$ cat config.mk
export PLATFORM = sky130hd
export DESIGN_NAME = alu_issue_pipe
export DESIGN_NICKNAME = d
export VERILOG_FILES = /design/src/rtl/pipe_pkg.sv /design/src/rtl/pipe_regfile.sv /design/src/rtl/alu_issue_pipe.sv
export SDC_FILE = /design/constraint.sdc
export NUM_CORES = 1
export LEC_CHECK = 0
export CAP_MARGIN = 5
export CORE_ASPECT_RATIO = 0.5
export CORE_MARGIN = 2
export CORE_UTILIZATION = 40
export CTS_CLUSTER_SIZE = 10
export DETAILED_ROUTE_END_ITERATION = 8
export DONT_BUFFER_PORTS = 1
export GPL_TIMING_DRIVEN = 0
export SLEW_MARGIN = 20
export SYNTH_ARGS = -nofsm -noshare
export SYNTH_HDL_FRONTEND = slang
export SYNTH_SLANG_ARGS = --single-unit
$ cat constraint.sdc
create_clock -name clk -period 1.8 [get_ports clk]
set_input_delay 0.54 -clock clk [delete_from_list [all_inputs] [get_ports clk]]
set_output_delay 0.54 -clock clk [all_outputs]
set_load 0.05 [all_outputs]
$ cat src/rtl/pipe_pkg.sv
`default_nettype none
// ============================================================================
// Module      : pipe_pkg
// Description : Shared constants and stage-register types for alu_issue_pipe.
//               Holds the datapath and register-file sizing, the instruction
//               field positions and the EX/WB stage register layouts.
// Ports       : none (package)
// Revision    : 1.0 - initial release
// ============================================================================
package pipe_pkg;

  localparam int DW   = 4;   // datapath width, matches the ALU
  localparam int NREG = 8;   // architectural registers, r0 reads as zero
  localparam int AW   = 3;   // register index width
  localparam int IW   = 13;  // instruction width
  localparam int OPW  = 3;   // ALU control width

  // Instruction field positions
  localparam int LI_BIT = 12;
  localparam int OP_HI  = 11;
  localparam int OP_LO  = 9;
  localparam int RD_HI  = 8;
  localparam int RD_LO  = 6;
  localparam int RS1_HI = 5;
  localparam int RS1_LO = 3;
  localparam int RS2_HI = 2;
  localparam int RS2_LO = 0;
  localparam int IMM_HI = DW - 1;
  localparam int IMM_LO = 0;

  // EX stage: decoded instruction plus resolved operands
  typedef struct packed {
    logic           li;
    logic [OPW-1:0] op;
    logic [AW-1:0]  rd;
    logic [DW-1:0]  a;
    logic [DW-1:0]  b;
  } ex_stage_t;

  // WB stage: captured result waiting to retire
  typedef struct packed {
    logic [AW-1:0] rd;
    logic [DW-1:0] x;
    logic          co;
  } wb_stage_t;

endpackage
`default_nettype wire

$ cat src/rtl/pipe_regfile.sv
`default_nettype none
// ============================================================================
// Module      : pipe_regfile
// Description : NREG x DW register file with two operand read ports, one
//               debug read port (all combinational) and one synchronous write
//               port. Register 0 is never written and always reads zero.
// Ports       : clk, rst_n (async active-low clear)
//               we, waddr, wdata      - write port
//               raddr1/rdata1         - operand read port 1
//               raddr2/rdata2         - operand read port 2
//               dbg_addr/dbg_data     - debug read port
// Revision    : 1.0 - initial release
// ============================================================================
module pipe_regfile
  import pipe_pkg::*;
#(
  parameter int RF_DW   = DW,
  parameter int RF_NREG = NREG,
  parameter int RF_AW   = AW
) (
  input  logic             clk,
  input  logic             rst_n,
  input  logic             we,
  input  logic [RF_AW-1:0] waddr,
  input  logic [RF_DW-1:0] wdata,
  input  logic [RF_AW-1:0] raddr1,
  output logic [RF_DW-1:0] rdata1,
  input  logic [RF_AW-1:0] raddr2,
  output logic [RF_DW-1:0] rdata2,
  input  logic [RF_AW-1:0] dbg_addr,
  output logic [RF_DW-1:0] dbg_data
);

  logic [RF_DW-1:0] regs [RF_NREG];

  always_ff @(posedge clk or negedge rst_n) begin
    if (!rst_n) begin
      for (int i = 0; i < RF_NREG; i++) begin
        regs[i] <= '0;
      end
    end else if (we && (waddr != '0)) begin
      regs[waddr] <= wdata;
    end
  end

  // r0 is forced to zero on every read port, independent of storage
  assign rdata1   = (raddr1   == '0) ? '0 : regs[raddr1];
  assign rdata2   = (raddr2   == '0) ? '0 : regs[raddr2];
  assign dbg_data = (dbg_addr == '0) ? '0 : regs[dbg_addr];

endmodule
`default_nettype wire

$ cat src/rtl/alu_issue_pipe.sv
`default_nettype none
// ============================================================================
// Module      : alu_issue_pipe
// Description : Two-stage issue/writeback pipeline around an external
//               combinational ALU. Instructions are accepted on a valid/ready
//               handshake, operands are read with EX/WB forwarding, the EX
//               register drives the ALU and the WB register retires results
//               on a back-pressured result stream into the register file.
// Ports       : clk, rst_n                         - clock, async active-low reset
//               in_valid/in_ready/in_instr         - instruction input stream
//               alu_a/alu_b/alu_ctrl               - ALU operands (EX register)
//               alu_x/alu_co                       - ALU result and carry
//               res_valid/res_ready/res_rd/res_x/res_co - result stream
//               flag_c                             - carry of last retired instr
//               dbg_addr/dbg_data                  - raw register-file read
// Revision    : 1.0 - initial release
// ============================================================================
module alu_issue_pipe
  import pipe_pkg::*;
(
  input  logic           clk,
  input  logic           rst_n,
  input  logic           in_valid,
  output logic           in_ready,
  input  logic [IW-1:0]  in_instr,
  output logic [DW-1:0]  alu_a,
  output logic [DW-1:0]  alu_b,
  output logic [OPW-1:0] alu_ctrl,
  input  logic [DW-1:0]  alu_x,
  input  logic           alu_co,
  output logic           res_valid,
  input  logic           res_ready,
  output logic [AW-1:0]  res_rd,
  output logic [DW-1:0]  res_x,
  output logic           res_co,
  output logic           flag_c,
  input  logic [AW-1:0]  dbg_addr,
  output logic [DW-1:0]  dbg_data
);

  ex_stage_t     ex_q, ex_d;
  wb_stage_t     wb_q, wb_d;
  logic          ex_valid, wb_valid;
  logic          stall, accept, retire;
  logic [AW-1:0] rs1, rs2;
  logic [DW-1:0] rf_rs1, rf_rs2;
  logic [DW-1:0] ex_result;

  // Operand select: r0, then the younger EX result, then WB, then the file.
  // WB forwarding also covers a retire to the same register on this edge.
  function automatic logic [DW-1:0] sel_operand(
    input logic [AW-1:0] rs,
    input logic          exv,
    input logic [AW-1:0] exrd,
    input logic [DW-1:0] exres,
    input logic          wbv,
    input logic [AW-1:0] wbrd,
    input logic [DW-1:0] wbx,
    input logic [DW-1:0] rfv
  );
    logic [DW-1:0] val;
    if (rs == '0)
      val = '0;
    else if (exv && (exrd == rs))
      val = exres;
    else if (wbv && (wbrd == rs))
      val = wbx;
    else
      val = rfv;
    return val;
  endfunction

  assign stall    = wb_valid & ~res_ready;
  assign in_ready = ~stall;
  assign accept   = in_valid & in_ready;
  assign retire   = wb_valid & res_ready;

  assign rs1 = in_instr[RS1_HI:RS1_LO];
  assign rs2 = in_instr[RS2_HI:RS2_LO];

  // An li carries its immediate in ex_b and bypasses the ALU result
  assign ex_result = ex_q.li ? ex_q.b : alu_x;

  always_comb begin
    ex_d    = '0;
    ex_d.li = in_instr[LI_BIT];
    ex_d.op = in_instr[OP_HI:OP_LO];
    ex_d.rd = in_instr[RD_HI:RD_LO];
    if (in_instr[LI_BIT]) begin
      ex_d.a = '0;
      ex_d.b = in_instr[IMM_HI:IMM_LO];
    end else begin
      ex_d.a = sel_operand(rs1, ex_valid, ex_q.rd, ex_result,
                           wb_valid, wb_q.rd, wb_q.x, rf_rs1);
      ex_d.b = sel_operand(rs2, ex_valid, ex_q.rd, ex_result,
                           wb_valid, wb_q.rd, wb_q.x, rf_rs2);
    end
  end

  always_comb begin
    wb_d    = '0;
    wb_d.rd = ex_q.rd;
    wb_d.x  = ex_result;
    wb_d.co = ex_q.li ? 1'b0 : alu_co;
  end

  // EX stage register
  always_ff @(posedge clk or negedge rst_n) begin
    if (!rst_n) begin
      ex_valid <= 1'b0;
      ex_q     <= '0;
    end else if (!stall) begin
      ex_valid <= accept;
      if (accept) begin
        ex_q <= ex_d;
      end
    end
  end

  // WB stage register
  always_ff @(posedge clk or negedge rst_n) begin
    if (!rst_n) begin
      wb_valid <= 1'b0;
      wb_q     <= '0;
    end else if (!stall) begin
      wb_valid <= ex_valid;
      wb_q     <= wb_d;
    end
  end

  always_ff @(posedge clk or negedge rst_n) begin
    if (!rst_n) begin
      flag_c <= 1'b0;
    end else if (retire) begin
      flag_c <= wb_q.co;
    end
  end

  pipe_regfile #(
    .RF_DW   (DW),
    .RF_NREG (NREG),
    .RF_AW   (AW)
  ) u_regfile (
    .clk      (clk),
    .rst_n    (rst_n),
    .we       (retire),
    .waddr    (wb_q.rd),
    .wdata    (wb_q.x),
    .raddr1   (rs1),
    .rdata1   (rf_rs1),
    .raddr2   (rs2),
    .rdata2   (rf_rs2),
    .dbg_addr (dbg_addr),
    .dbg_data (dbg_data)
  );

  assign alu_a     = ex_q.a;
  assign alu_b     = ex_q.b;
  assign alu_ctrl  = ex_q.op;
  assign res_valid = wb_valid;
  assign res_rd    = wb_q.rd;
  assign res_x     = wb_q.x;
  assign res_co    = wb_q.co;

endmodule
`default_nettype wire

==> impl_summary.md <==
Routing
In the detailed route, the total length drawn on met2 is 4860 um. The top routing layer in use is met4. For this run, design rule violations remaining after detail routing come to 0. The number of DRC violations after detailed-routing iteration 0 is 204. The wire length on met1 is 4180 um. The detail route stage leaves a number of antenna-violating nets equal to 0.

The routed wire length on met3 is 842 um. The number of iterations in the first detailed-routing pass is 4. The mean routed wirelength per cell is 21.1 um.

The detail-routed via count per cell is 5.76. The aggregate routed wire length is 10,000 um. The final route contains 2,743 vias.

Critical path
The largest stage delay on the critical path is 0.62 ns. Along the worst path, the maximum fanout reaches 7. The category of the critical setup timing path is in -> out. The critical path data arrival time is 1.58 ns.

The startpoint of the most critical register-to-register path is res_rd[0]. For the worst setup path, the data required time is 1.26 ns. The timing startpoint of the critical path is dbg_addr[1].

The category of the worst setup path launch point is a primary input. Walking the worst path, the cells encountered are buf_12, mux2i_1, nand2_1, o31ai_4, a221oi_4. STA classifies the critical path endpoint as a primary output. The critical path's slowest cell is sky130_fd_sc_hd__a221oi_4.

Clocking
The number of sinks on the clock net is 58. The buffer type at the clock tree root is sky130_fd_sc_hd__clkbuf_16. The total clock buffers created by CTS is 9.

The clock-pin slew reported for the worst setup and hold paths after clock tree synthesis is 0.05 ns. TritonCTS built the clock tree. The clock reaches the later pin of the worst-skew pair after 0.33 ns. In this run the number of H-tree levels came out at 3. In this run the deepest clock path goes through 2 buffers.

Synthesis
By count the netlist is led by sky130_fd_sc_hd__dfrtp_1, sky130_fd_sc_hd__mux2_2, sky130_fd_sc_hd__nand2_1. For this run, the leading register cell type out of synthesis is sky130_fd_sc_hd__dfrtp_1. The post-synthesis compound-gate area fraction is 0.0891. The share of flip-flops with an asynchronous set or reset after synthesis is 1.00. Of the total synthesized cell area, the portion taken by full adders, half adders and majority gates is 0.

Yosys mapped a number of flops with a built-in enable equal to 0. Of the synthesized area, sequential elements account for 0.409. The biggest area contributor in the post-synthesis netlist is sky130_fd_sc_hd__dfrtp_1.

The post-synthesis simple-gate area fraction is 0.104. During synthesis, Yosys emitted a total of 0 warnings. The portion of synthesized area spent on multiplexers is 0.301. The number of nets handed over by synthesis was 337. The post-synthesis instance total is 312. The count of different cell masters after synthesis is 41. The mean instance size in the synthesized netlist is 11.4 um2. The most frequently used cell type in the post-synthesis netlist is sky130_fd_sc_hd__dfrtp_1. Ranked by total cell area, the synthesized netlist is headed by sky130_fd_sc_hd__dfrtp_1, sky130_fd_sc_hd__mux2_2, sky130_fd_sc_hd__mux4_1.

In this run, synthesis produced a sequential element count of 58. Of the total synthesized cell area, the portion taken by XOR and XNOR cells is 0.0296. After synthesis, the largest family of logic cells by area is multiplexers. The top cell type's share of synthesized area is 0.409. After synthesis the cells add up to 3550 um2.

Run status
The run finished, with violations left. The checks that failed: negative hold slack, negative setup slack.

STA
The number of hold violations in the final report was 58. Measured against its own limit, the worst slew margin works out to 0.571. Setup repair after global routing could not meet its margin everywhere. The worst clock skew is 0.00683 ns. The smallest clock period supported by the final layout is computed as 2.12 ns.

In the finished design, the share of the clock period the worst path needs comes to 1.18. The final number of setup-violating endpoints is 9. The max-slew violation count is 0.

The pin slew with the least headroom to its limit is 0.643 ns. Once routing completed, OpenROAD measured the worst setup slack at -0.316 ns. Static timing analysis puts the maximum clock frequency at 0.473 GHz. The worst hold-check slack is -0.0938 ns.

Pwr
Summed over all cells, the static leakage comes to 0.00202 uW. Overall power consumption after layout is estimated at 7080 uW. The fraction of power consumed by combinational cells is 0.422.

Power spread over the standard cell area amounts to 1500 nW/um2. The switching power as a share of total power is 0.370. Of the total power, the clock network draws 0.245.

Summed over all nets, the switching power comes to 2620 uW. Of the total power, registers draw 0.333. The peak supply drop is 0.589 mV. The internal portion of the total power is 4460 uW.

Layout
Summing all multi-input logic gate instances after layout gives 2190 um2. The number of inserted diodes is 0. Once layout is complete, the utilization of the core stands at 0.545. Across the whole layout, storage elements account for 1460 um2. The design area is 4730 um2. The final layout contains 380 nets.

Fill cells in the final layout number 703. From synthesis to final layout, the design area changed by 33.2%. The share of final-layout standard cells stronger than drive strength 1 is 0.496.

Global routing
The pin count of the biggest net entering global routing is 59. The first global-routing pass estimated 15,600 um of wire. The via count of the first global-routing pass is 2,723.

The initial antenna violation count is 0. The overall fraction of global-route tracks in use is 0.217. The overall overflow remaining after global route is 0.

Die
The number of top-level pins is 51. The core region is 8680 um2. The die footprint is 9700 um2. The die width is 137 um. The initial utilization of the core area, before any placement, comes to 0.409. The count of standard-cell rows is 24. The chip height is 70.6 um.

Flow run
Across the run, the number of max-cap violations was 0.

Place
After detailed placement, the total cell area comes to 3810 um2. Detailed placement finished with a half-perimeter wire length of 6610 um. The routability congestion estimate is 0.850. Prior to clock tree synthesis, the placed netlist has a worst setup slack of -0.425 ns. In this run the tool buffered the top-level ports with 0 buffer cells.

Min path
In this run the worst hold path is classified as in -> async.
## worst paths after layout
kind / to / slack, ns / depth (start not counted)
worst max register to register: alu_b[3] / -0.11 / 5
min in group clk: res_co / 0.35 / 2
worst max-delay path: dbg_data[0] / -0.32 / 5
max in group asynchronous: res_valid / 1.77 / 0
worst min-delay path: u_regfile.regs[11] / -0.09 / 0
worst min register to register: u_regfile.regs[31] / 0.50 / 1
## power by group through the flow
stage / clock, uW / combinational (uW) / sequential, uW
floorplan: 0 / 1850 / 2250
global placement: 0 / 2120 / 2370
detailed placement: 0 / 2170 / 2410
CTS: 1770 / 2710 / 2330
global route: 1840 / 3160 / 2410
finish: 1730 / 2990 / 2360
## worst max-delay path, delay by kind of cell
kind / cells / cell delay (ns)
AOI/OAI and AO/OA: 2 / 0.70
buffers and inverters: 1 / 0.11
and+or+nand+nor: 1 / 0.10
muxes: 1 / 0.11
## cells by family after synthesis
kind of cell    Yosys count
mux                      77
buf+inv                  44
xor+xnor                 12
flops                    58
simple gates             75
compound gates           46
## sequential cells by signal, summed over array words and instances (netlist names)
register / flops
u_regfile.regs: 32
alu_a: 4
res_co: 1
ex_valid: 1
res_rd: 3
flag_c: 1
alu_ctrl: 3
ex_q: 4
res_x: 4
alu_b: 4
res_valid: 1
## per-stage QoR
step / TNS, ns / std cells
floorplan: -0.917 / 312
global placement: -7.95 / 429
detailed placement: -9.14 / 429
CTS: -1.44 / 469
global route: -1.83 / 476
finish: -1.37 / 476
## what timing repair did
action | CTS | global route
endpoints found under the hold margin | 58 | 58
pin swaps | 13 | 13
cloned | 1 | 0
gates resized for setup | 50 | 27
endpoints found under the setup margin | 48 | 38
setup buffers | 24 | 8
## layout make-up
cell class                 instances  share of cell area
sequential                        58               0.309
tap                              117              0.0309
buffer                            38              0.0672
clock inverter                     2             0.00740
clock buffer                      13              0.0571
timing repair buffer              33              0.0619
multi-input combinational        210               0.462
inverter                           5             0.00502
## cell usage in the layout, fill, tap and decap left out, types with 4 or more instances in the layout
master	synthesis	routed
sky130_fd_sc_hd__mux2i_1	16	11
sky130_fd_sc_hd__mux4_2	9	12
sky130_fd_sc_hd__buf_12	0	4
sky130_fd_sc_hd__nand3_1	4	4
sky130_fd_sc_hd__o21ai_0	6	6
sky130_fd_sc_hd__a21oi_1	11	10
sky130_fd_sc_hd__dfrtp_1	58	53
sky130_fd_sc_hd__mux2_4	0	4
sky130_fd_sc_hd__mux4_1	8	5
sky130_fd_sc_hd__clkbuf_1	8	7
sky130_fd_sc_hd__mux2_2	44	40
sky130_fd_sc_hd__clkbuf_16	0	9
sky130_fd_sc_hd__nand2_1	27	26
sky130_fd_sc_hd__o211ai_1	4	4
sky130_fd_sc_hd__dfrtp_2	0	4
sky130_fd_sc_hd__nor2_1	16	9
sky130_fd_sc_hd__nor2_4	0	4
sky130_fd_sc_hd__buf_4	12	43
sky130_fd_sc_hd__buf_6	2	5
sky130_fd_sc_hd__a22oi_1	8	6
sky130_fd_sc_hd__buf_8	0	4
sky130_fd_sc_hd__xnor2_1	9	7
sky130_fd_sc_hd__nand4_1	5	5
sky130_fd_sc_hd__a221oi_4	0	4
## routing by layer
| layer | track usage | vias up |
|---|---|---|
| li1 | - | 1230 |
| met1 | 0.288 | 1393 |
| met2 | 0.338 | 106 |
| met3 | 0.0659 | 14 |
| met4 | 0.0813 | 0 |
| met5 | 0 | - |
No activity file was read; power rests on OpenSTA's default activity.
